$ cat src/rtl/hazard_ctrl_pkg.sv
// Shared types for the pipeline hazard controller: register index, FSM states, control bundle.
// Pure declarations; the load-use helper is combinational.
package hazard_ctrl_pkg;

   typedef logic [4:0] regbits_t;

   typedef enum logic [1:0] {
      IDLE = 2'd0,
      RUN  = 2'd1,
      HALT = 2'd2
   } hzstate_t;

   // Bit order is the order the bench and top pack/unpack the stage controls.
   typedef struct packed {
      logic pc_en;
      logic ifid_en;
      logic ifid_flush;
      logic idex_en;
      logic idex_flush;
      logic exmem_en;
      logic exmem_flush;
      logic memwb_en;
   } ctl_t;

   localparam ctl_t CTL_NONE = '0;

   function automatic logic load_use(input logic memread, input regbits_t wsel,
                                     input regbits_t rs, input regbits_t rt);
      return memread && (wsel != '0) && ((wsel == rs) || (wsel == rt));
   endfunction

endpackage

$ cat src/rtl/hazard_ctrl_if.sv
// Datapath <-> hazard controller bundle: decode/latch fields and cache strobes in, stage controls out.
// master = datapath side, slave = controller side.
interface hazard_ctrl_if #(parameter int CNT_W = 32);
   import hazard_ctrl_pkg::*;

   logic       ihit;
   logic       dhit;
   regbits_t   ifid_rs;
   regbits_t   ifid_rt;
   logic       idex_memread;
   regbits_t   idex_wsel;
   logic       exmem_dmemreq;
   logic       exmem_pcsrc;
   logic       exmem_halt;

   logic       pc_en;
   logic       ifid_en;
   logic       ifid_flush;
   logic       idex_en;
   logic       idex_flush;
   logic       exmem_en;
   logic       exmem_flush;
   logic       memwb_en;
   logic       halted;
   logic [CNT_W-1:0] stall_cnt;
   logic [CNT_W-1:0] flush_cnt;

   modport master (
      output ihit, dhit, ifid_rs, ifid_rt, idex_memread, idex_wsel,
             exmem_dmemreq, exmem_pcsrc, exmem_halt,
      input  pc_en, ifid_en, ifid_flush, idex_en, idex_flush,
             exmem_en, exmem_flush, memwb_en, halted, stall_cnt, flush_cnt
   );

   modport slave (
      input  ihit, dhit, ifid_rs, ifid_rt, idex_memread, idex_wsel,
             exmem_dmemreq, exmem_pcsrc, exmem_halt,
      output pc_en, ifid_en, ifid_flush, idex_en, idex_flush,
             exmem_en, exmem_flush, memwb_en, halted, stall_cnt, flush_cnt
   );

endinterface

$ cat src/rtl/hazard_ctrl_sat_counter.sv
// Saturating event counter: counts cycles with inc=1, sticks at all-ones, cleared by reset.
// One-cycle update latency; no backpressure.
module hazard_sat_counter #(
   parameter int CNT_W = 32
) (
   input  logic             CLK,
   input  logic             nRST,
   input  logic             inc,
   output logic [CNT_W-1:0] count
);

   always_ff @(posedge CLK or negedge nRST) begin
      if (!nRST) begin
         count <= '0;
      end else if (inc && (count != {CNT_W{1'b1}})) begin
         count <= count + {{(CNT_W-1){1'b0}}, 1'b1};
      end
   end

endmodule

$ cat src/rtl/hazard_ctrl.sv
// Pipeline sequencing controller: stage enables/flushes, PC enable, halt drain; perf counters under HAZARD_PERF_EN.
// Zero-cycle combinational response to hazard inputs; a pending dcache access freezes the whole pipe.
module hazard_ctrl
   import hazard_ctrl_pkg::*;
#(
   parameter int CNT_W = 32
) (
   input  logic               CLK,
   input  logic               nRST,
   hazard_ctrl_if.slave       hz
);

   hzstate_t state, state_nxt;
   ctl_t     ctl;
   logic     halted;
   logic     dwait;
   logic     loaduse;

   assign dwait   = hz.exmem_dmemreq && !hz.dhit;
   assign loaduse = load_use(hz.idex_memread, hz.idex_wsel, hz.ifid_rs, hz.ifid_rt);

   always_ff @(posedge CLK or negedge nRST) begin
      if (!nRST) state <= IDLE;
      else       state <= state_nxt;
   end

   always_comb begin
      ctl       = CTL_NONE;
      halted    = 1'b0;
      state_nxt = state;
      case (state)
         IDLE: state_nxt = RUN;
         RUN: begin
            if (dwait) begin
               ctl = CTL_NONE;
            end else if (hz.exmem_pcsrc) begin
               // Redirect beats load-use: the dependent instruction is squashed anyway.
               ctl = '{pc_en:1'b1, ifid_en:1'b1, ifid_flush:1'b1, idex_en:1'b1, idex_flush:1'b1,
                       exmem_en:1'b1, exmem_flush:1'b1, memwb_en:1'b1};
            end else if (loaduse) begin
               ctl = '{pc_en:1'b0, ifid_en:1'b0, ifid_flush:1'b0, idex_en:1'b1, idex_flush:1'b1,
                       exmem_en:1'b1, exmem_flush:1'b0, memwb_en:1'b1};
            end else if (!hz.ihit) begin
               ctl = '{pc_en:1'b0, ifid_en:1'b1, ifid_flush:1'b1, idex_en:1'b1, idex_flush:1'b0,
                       exmem_en:1'b1, exmem_flush:1'b0, memwb_en:1'b1};
            end else begin
               ctl = '{pc_en:1'b1, ifid_en:1'b1, ifid_flush:1'b0, idex_en:1'b1, idex_flush:1'b0,
                       exmem_en:1'b1, exmem_flush:1'b0, memwb_en:1'b1};
            end
            if (hz.exmem_halt && ctl.memwb_en) state_nxt = HALT;
         end
         HALT: halted = 1'b1;
         default: state_nxt = IDLE;
      endcase
   end

   assign hz.pc_en       = ctl.pc_en;
   assign hz.ifid_en     = ctl.ifid_en;
   assign hz.ifid_flush  = ctl.ifid_flush;
   assign hz.idex_en     = ctl.idex_en;
   assign hz.idex_flush  = ctl.idex_flush;
   assign hz.exmem_en    = ctl.exmem_en;
   assign hz.exmem_flush = ctl.exmem_flush;
   assign hz.memwb_en    = ctl.memwb_en;
   assign hz.halted      = halted;

`ifdef HAZARD_PERF_EN
   logic stall_inc, flush_inc;
   assign stall_inc = (state == RUN) && !ctl.pc_en;
   assign flush_inc = (state == RUN) && (ctl.ifid_flush || ctl.idex_flush);

   hazard_sat_counter #(.CNT_W(CNT_W)) u_stall_cnt (
      .CLK(CLK), .nRST(nRST), .inc(stall_inc), .count(hz.stall_cnt)
   );
   hazard_sat_counter #(.CNT_W(CNT_W)) u_flush_cnt (
      .CLK(CLK), .nRST(nRST), .inc(flush_inc), .count(hz.flush_cnt)
   );
`else
   assign hz.stall_cnt = {CNT_W{1'b0}};
   assign hz.flush_cnt = {CNT_W{1'b0}};
`endif

endmodule

$ cat src/flat_wrapper.sv
// flat-port wrapper written by rule: the top's interface ports become plain ports
module hazard_ctrl_flat import hazard_ctrl_pkg::*;
#(
   parameter int CNT_W = 32
)
  (CLK, nRST, hz_ihit, hz_dhit, hz_ifid_rs, hz_ifid_rt, hz_idex_memread, hz_idex_wsel, hz_exmem_dmemreq, hz_exmem_pcsrc, hz_exmem_halt, hz_pc_en, hz_ifid_en, hz_ifid_flush, hz_idex_en, hz_idex_flush, hz_exmem_en, hz_exmem_flush, hz_memwb_en, hz_halted, hz_stall_cnt, hz_flush_cnt);
  hazard_ctrl_if #(.CNT_W(CNT_W)) hz_i ();
  input  logic CLK;
  input  logic nRST;
  input wire logic [$bits(hz_i.ihit)-1:0] hz_ihit;
  input wire logic [$bits(hz_i.dhit)-1:0] hz_dhit;
  input wire logic [$bits(hz_i.ifid_rs)-1:0] hz_ifid_rs;
  input wire logic [$bits(hz_i.ifid_rt)-1:0] hz_ifid_rt;
  input wire logic [$bits(hz_i.idex_memread)-1:0] hz_idex_memread;
  input wire logic [$bits(hz_i.idex_wsel)-1:0] hz_idex_wsel;
  input wire logic [$bits(hz_i.exmem_dmemreq)-1:0] hz_exmem_dmemreq;
  input wire logic [$bits(hz_i.exmem_pcsrc)-1:0] hz_exmem_pcsrc;
  input wire logic [$bits(hz_i.exmem_halt)-1:0] hz_exmem_halt;
  output wire logic [$bits(hz_i.pc_en)-1:0] hz_pc_en;
  output wire logic [$bits(hz_i.ifid_en)-1:0] hz_ifid_en;
  output wire logic [$bits(hz_i.ifid_flush)-1:0] hz_ifid_flush;
  output wire logic [$bits(hz_i.idex_en)-1:0] hz_idex_en;
  output wire logic [$bits(hz_i.idex_flush)-1:0] hz_idex_flush;
  output wire logic [$bits(hz_i.exmem_en)-1:0] hz_exmem_en;
  output wire logic [$bits(hz_i.exmem_flush)-1:0] hz_exmem_flush;
  output wire logic [$bits(hz_i.memwb_en)-1:0] hz_memwb_en;
  output wire logic [$bits(hz_i.halted)-1:0] hz_halted;
  output wire logic [$bits(hz_i.stall_cnt)-1:0] hz_stall_cnt;
  output wire logic [$bits(hz_i.flush_cnt)-1:0] hz_flush_cnt;
  assign hz_i.ihit = hz_ihit;
  assign hz_i.dhit = hz_dhit;
  assign hz_i.ifid_rs = hz_ifid_rs;
  assign hz_i.ifid_rt = hz_ifid_rt;
  assign hz_i.idex_memread = hz_idex_memread;
  assign hz_i.idex_wsel = hz_idex_wsel;
  assign hz_i.exmem_dmemreq = hz_exmem_dmemreq;
  assign hz_i.exmem_pcsrc = hz_exmem_pcsrc;
  assign hz_i.exmem_halt = hz_exmem_halt;
  assign hz_pc_en = hz_i.pc_en;
  assign hz_ifid_en = hz_i.ifid_en;
  assign hz_ifid_flush = hz_i.ifid_flush;
  assign hz_idex_en = hz_i.idex_en;
  assign hz_idex_flush = hz_i.idex_flush;
  assign hz_exmem_en = hz_i.exmem_en;
  assign hz_exmem_flush = hz_i.exmem_flush;
  assign hz_memwb_en = hz_i.memwb_en;
  assign hz_halted = hz_i.halted;
  assign hz_stall_cnt = hz_i.stall_cnt;
  assign hz_flush_cnt = hz_i.flush_cnt;
  hazard_ctrl #(.CNT_W(CNT_W)) u_core (.CLK(CLK), .nRST(nRST), .hz(hz_i));
endmodule
$ cat config.mk
export PLATFORM = sky130hd
export DESIGN_NAME = hazard_ctrl_flat
export DESIGN_NICKNAME = d
export VERILOG_FILES = /design/src/rtl/hazard_ctrl_pkg.sv /design/src/rtl/hazard_ctrl_if.sv /design/src/rtl/hazard_ctrl_sat_counter.sv /design/src/rtl/hazard_ctrl.sv /design/src/flat_wrapper.sv
export SDC_FILE = /design/constraint.sdc
export NUM_CORES = 1
export LEC_CHECK = 0
export BUFFER_PORTS_ARGS = -buffer_cell sky130_fd_sc_hd__buf_2
export CORE_UTILIZATION = 32
export DETAILED_ROUTE_END_ITERATION = 8
export MAX_ROUTING_LAYER = met4
export PLACE_DENSITY = 0.8
export SLEW_MARGIN = 20
export SYNTH_ARGS = -nofsm -noshare
export SYNTH_HDL_FRONTEND = slang
export SYNTH_SLANG_ARGS = --single-unit
$ cat constraint.sdc
create_clock -name CLK -period 1.4 [get_ports CLK]
set_clock_uncertainty 0.15 [all_clocks]
set_input_delay 0.07 -clock CLK [delete_from_list [all_inputs] [get_ports CLK]]
set_output_delay 0.07 -clock CLK [all_outputs]
set_load 0.005 [all_outputs]
* Word level (Yosys, flattened, before mapping)
Index checks and enable logic that the tools add are counted.
** Operators by class
- Reductions and logical operators :: 9
- Multiplexer cells :: 9
- Eq/ne operators :: 5
- Bitwise logic cells :: 1
** Operators by type and width (count)
- 8-bit 2-to-1 mux :: 6
- 5-bit == test :: 2
- 2-bit one-hot mux with 3 select lines :: 1
- 5-bit nonzero test :: 1
- 1-bit logical AND :: 4
- 2-bit by 1-bit == test with 1-bit output, second input constant :: 1
- 2-bit == test, second input constant :: 1
- 2-bit zero test :: 1
- 2-bit 2-to-1 mux :: 1
- 2-bit by 1-bit inequality test with 1-bit output, second input constant :: 1
- 2-bit AND reduction :: 1
- 1-bit zero test :: 1
- 1-bit logical OR :: 1
- 1-bit 2-to-1 mux :: 1
- 1-bit inverter :: 1
** Word-level totals
- Bits of input ports :: 23
- Word-level logic and storage cells :: 25
- Output and inout port bits :: 73
- Flip-flop bits (word level) :: 2

* Depth between registers and ports, before layout
- Depth after elaboration :: 10
- Depth in mapped cells :: 4
- Gate-level depth less buffers :: 4

* Worst setup path before layout
No wires, ideal clock.
- Path type :: register to output
- Start point :: register u_core.state[1]
- End point :: output port hz_idex_flush
- Arrival time :: 1077 ps
- Stages on the path, launching flop included :: 4
- Data required time :: 1180 ps
- Slack :: 103 ps
- Buffers on the path :: 0
- Path through :: dfrtp_1 a211oi_2 and2_1 a21o_1
** Between the ends
- Word-level cells in the longest chain between the ends :: 2
** RTL lines
- from (decl) :: RTL line hazard_ctrl.sv:13 : hzstate_t state, state_nxt;
- from (signal assigned) :: RTL line hazard_ctrl.sv:24 : else state <= state_nxt;
- 2-bit by 1-bit == test with 1-bit output :: RTL line hazard_ctrl.sv:31 : case (state)
- 8-bit 2-to-1 mux :: RTL line hazard_ctrl.sv:31
- to (decl) :: RTL line flat_wrapper.sv:23 : output wire logic [$bits(hz_i.idex_flush)-1:0] hz_idex_flush;
No other way between the ends.

* Final worst setup path
- Start point :: register u_core.state[1]
- End point :: output port hz_ifid_flush
** Between the ends
- Word-level cells in the longest chain between the ends :: 2
** RTL lines
- 2-bit by 1-bit == test with 1-bit output :: RTL line hazard_ctrl.sv:31
- 8-bit 2-to-1 mux :: RTL line hazard_ctrl.sv:31
- to (decl) :: RTL line flat_wrapper.sv:21 : output wire logic [$bits(hz_i.ifid_flush)-1:0] hz_ifid_flush;
No other way between the ends.

==> summary.md <==
| Metric | Value |
|---|---|
| Final Wtd Congestion | 0.749 |
| Via/cell ratio | 3.36 |
| Fin worst setup slack | -0.141 ns |
| Status | finished, violations left |
| List of most frequent post-synthesis cells | 66 x buf_4, 10 x xnor2_1, 4 x a21oi_1 |
| Area of the die | approximately 2600 um^2 |
| # nets final | 166 |
| Netlist Area Pre-Place | 777 um^2 |
| Synthesized flop and latch total | 2 |
| Post-synth top area cell | buf_4 |
| GR Util All Layers | 0.0848 |
| Leak pwr | 0.507 nW |
| Top FF cell, synth | dfrtp_1 |
| Total gr overflow | 0 |
| Biggest register | u_core.state |
| Complex-gate fraction of the synthesized area | 0.103 |
| Largest family of logic cells by synthesized area | buffers and inverters |
| Post-Layout Inst Area | ~840 um^2 |
| Inst Count DP | 164 |
| Area growth, synth to finish | 8.05% |
| Register Area | 50.0 um^2 |
| Critical path startpoint category | flip-flop |
| Worst-path clk slew | 0.03 ns |
| I/O Pins | between 90 and 100 |
| Crit end category | output pin |
| Adder-Cell Fraction of Synth Area | 0 |
| Area of the multi-input gates | 482 um^2 |
| Vias in the first global route | 409 |
| CP Class | reg -> out |
| DR pass1 iterations | 5 |
| Violated checks | negative setup slack |
| Top post-synthesis cells by area | buf_4 64%, xnor2_1 11%, dfrtp_1 6.4% |
| Post-DP HPWL | 1060 um |
| Post-Place Cell Area | 746 um^2 |
| Antenna violations before repair | 0 |
| Maximum vdd drop | 581 uV |
| Buffer and inverter count on the worst path | 1 |
| Clk_lat worst skew | 0.22 ns |
| Pin count of the biggest net entering global routing | 6 |
| CTS Root Cell | clkbuf_4 |
| Mux cell area share after synthesis | 0 |
| Final Setup Violations | 8 |
| Maximum clock frequency | 649 MHz |
| Antenna Cells | 0 |
| Yosys warning count | 0 |
| TritonCTS Sinks | 2 |
| Fillers | 250 |
| Crit-path cells | a211oi_4 -> o21ai_1 -> a21oi_1 -> buf_2 |
| Synth Instances | 103 |
| Async SR Flop Fraction | 1.00 |
| PwrDens | 968 nW/um^2 |
| Crit path largest cell delay | 0.40 ns |
| Routed len/inst | just under 8 um |
| Seq/Total Area, Yosys | 0.0644 |
| Fin crit share | 1.10 |
| Most frequent cell after synthesis | buf_4 |
| Worst path arrival time | roughly 1.3 ns |
| Largest registers | u_core.state (2) |
| H-tree depth | 1 |
| Worst hold path class | in -> async |
| Initial DRC Count | 4 |
| Max reg flops | 2 |
| Vias | 568 |
| Die Width | 51.3 um |
| CP Data Required Time | ~1.2 ns |
| EDFF count, synth | 0 |
| Core box area | 2250 um^2 |
| Layout cells sized above 1 | 0.326 |
| Antenna Nets Post-Route | 0 |
| Synth cell types | 20 |
| Fin util | 0.372 |
| DRC | 0 |
| CTS max path bufs | 2 |
| FF-to-FF setup slack | between 0.15 and 0.2 ns |
| Final min period | 1.54 ns |
| TritonCTS Buffers | 3 |
| Top delay family on crit path | compound AO/OA/AOI/OAI gates |
| Initial Utilization | 0.345 |
| Final Power | approximately 0.00081 W |
| Max_cap viols | 0 |
| Die extent in y | 51.3 um |
| DRT Wirelength | ~1300 um |
| RSZ-0062 raised after global routing | yes |
| Crit path max fanout | 5 |
| Synth Area per Inst | 7.54 um^2 |
| First-pass GRT wire length | ~1600 um |
| Input/output buffers | 31 |
| Simple-gate share of the synthesized area | 0.0628 |
| Synth Area in XOR/XNOR | 0.113 |
| Synth top area share | 0.638 |
| Pins Over Slew Limit | 0 |
| CTS tree | built |
| Final Hold Vio Count | 0 |
| Slowest cell on the critical path | dfrtp_1 |
| Final non-filler cell total | approximately 170 |
| Row count | 17 |
## repair_timing
item	in CTS	in global routing
gates resized for setup	6	6
cloned	0	0
endpoints found under the setup margin	8	8
hold buffers	2	0
buffers inserted	1	1
endpoints found under the hold margin	4	0
## area by class of cell
type                            instances  area share
Inverter                                3      0.0149
Clock buffer                            3      0.0268
Timing Repair Buffer                   38       0.283
Sequential cell                         2      0.0596
Tap cell                               28      0.0417
Multi-Input combinational cell         95       0.574
## power breakdown
| part | total [W] | internal (W) | switching, W |
|---|---|---|---|
| clock | 0.000122 | 0.0000941 | 0.0000281 |
| sequential | 0.000115 | 0.0000874 | 0.0000276 |
| combinational | 0.000575 | 0.000312 | 0.000264 |
| total | 0.000813 | 0.000493 | 0.000319 |
## layout by cell type (no fill, tap or decap)
| cell | instances |
|---|---|
| clkbuf_4 | 3 |
| dlygate4sd3_1 | 2 |
| nand2_1 | 2 |
| nand3_1 | 2 |
| a21boi_2 | 1 |
| buf_4 | 5 |
| xnor2_1 | 10 |
| nor3b_2 | 1 |
| o21ai_2 | 1 |
| conb_1 | 64 |
| or4_1 | 1 |
| nor2_1 | 1 |
| buf_2 | 27 |
| a21oi_1 | 4 |
| o21ai_1 | 2 |
| a211oi_4 | 1 |
| o22ai_2 | 1 |
| a21o_1 | 2 |
| and2_4 | 1 |
| inv_1 | 2 |
| nor2b_1 | 1 |
| buf_6 | 4 |
| dfrtp_1 | 2 |
| clkinv_2 | 1 |
## logic make-up after synthesis
family,Yosys count
AO/OA/AOI/OAI,12
XOR/XNOR,10
buffers and inverters,69
flip-flops,2
other,1
AND/OR/NAND/NOR,9
## per-stage QoR
stage               setup slack [ns]  TNS, ns  hold slack (ns)
CTS                           -0.122   -0.421          0.00953
global placement             -0.0430   -0.112           -0.294
detailed placement           -0.0450   -0.134           -0.293
floorplan                      0.103        0           -0.376
finish                        -0.141   -0.590           0.0363
global route                  -0.187   -0.977           0.0260
## worst register-to-register path, cell delays in order, from the launching register on
cell      delay [ns]
dfrtp_1         0.40
a211oi_4        0.30
buf_4           0.20
a21o_1          0.11
## path summary, 6_finish.rpt
check / startpoint / end / cells past startpoint
min in group CLK: hz_exmem_dmemreq / u_core.state[0] / 3
worst min-delay path: nRST / u_core.state[0] / 2
worst min register to register: u_core.state[0] / u_core.state[1] / 2
max in group asynchronous: nRST / u_core.state[1] / 2
worst max register to register: u_core.state[1] / u_core.state[1] / 3
worst max-delay path: u_core.state[1] / hz_ifid_flush / 4
## routing by layer
layer,GRT usage,wire [um]
met3,0.00893,110
met5,-,0
met4,0.0541,0
met2,0.178,833
met1,0.0670,395
(Power assumes the default switching activity.)
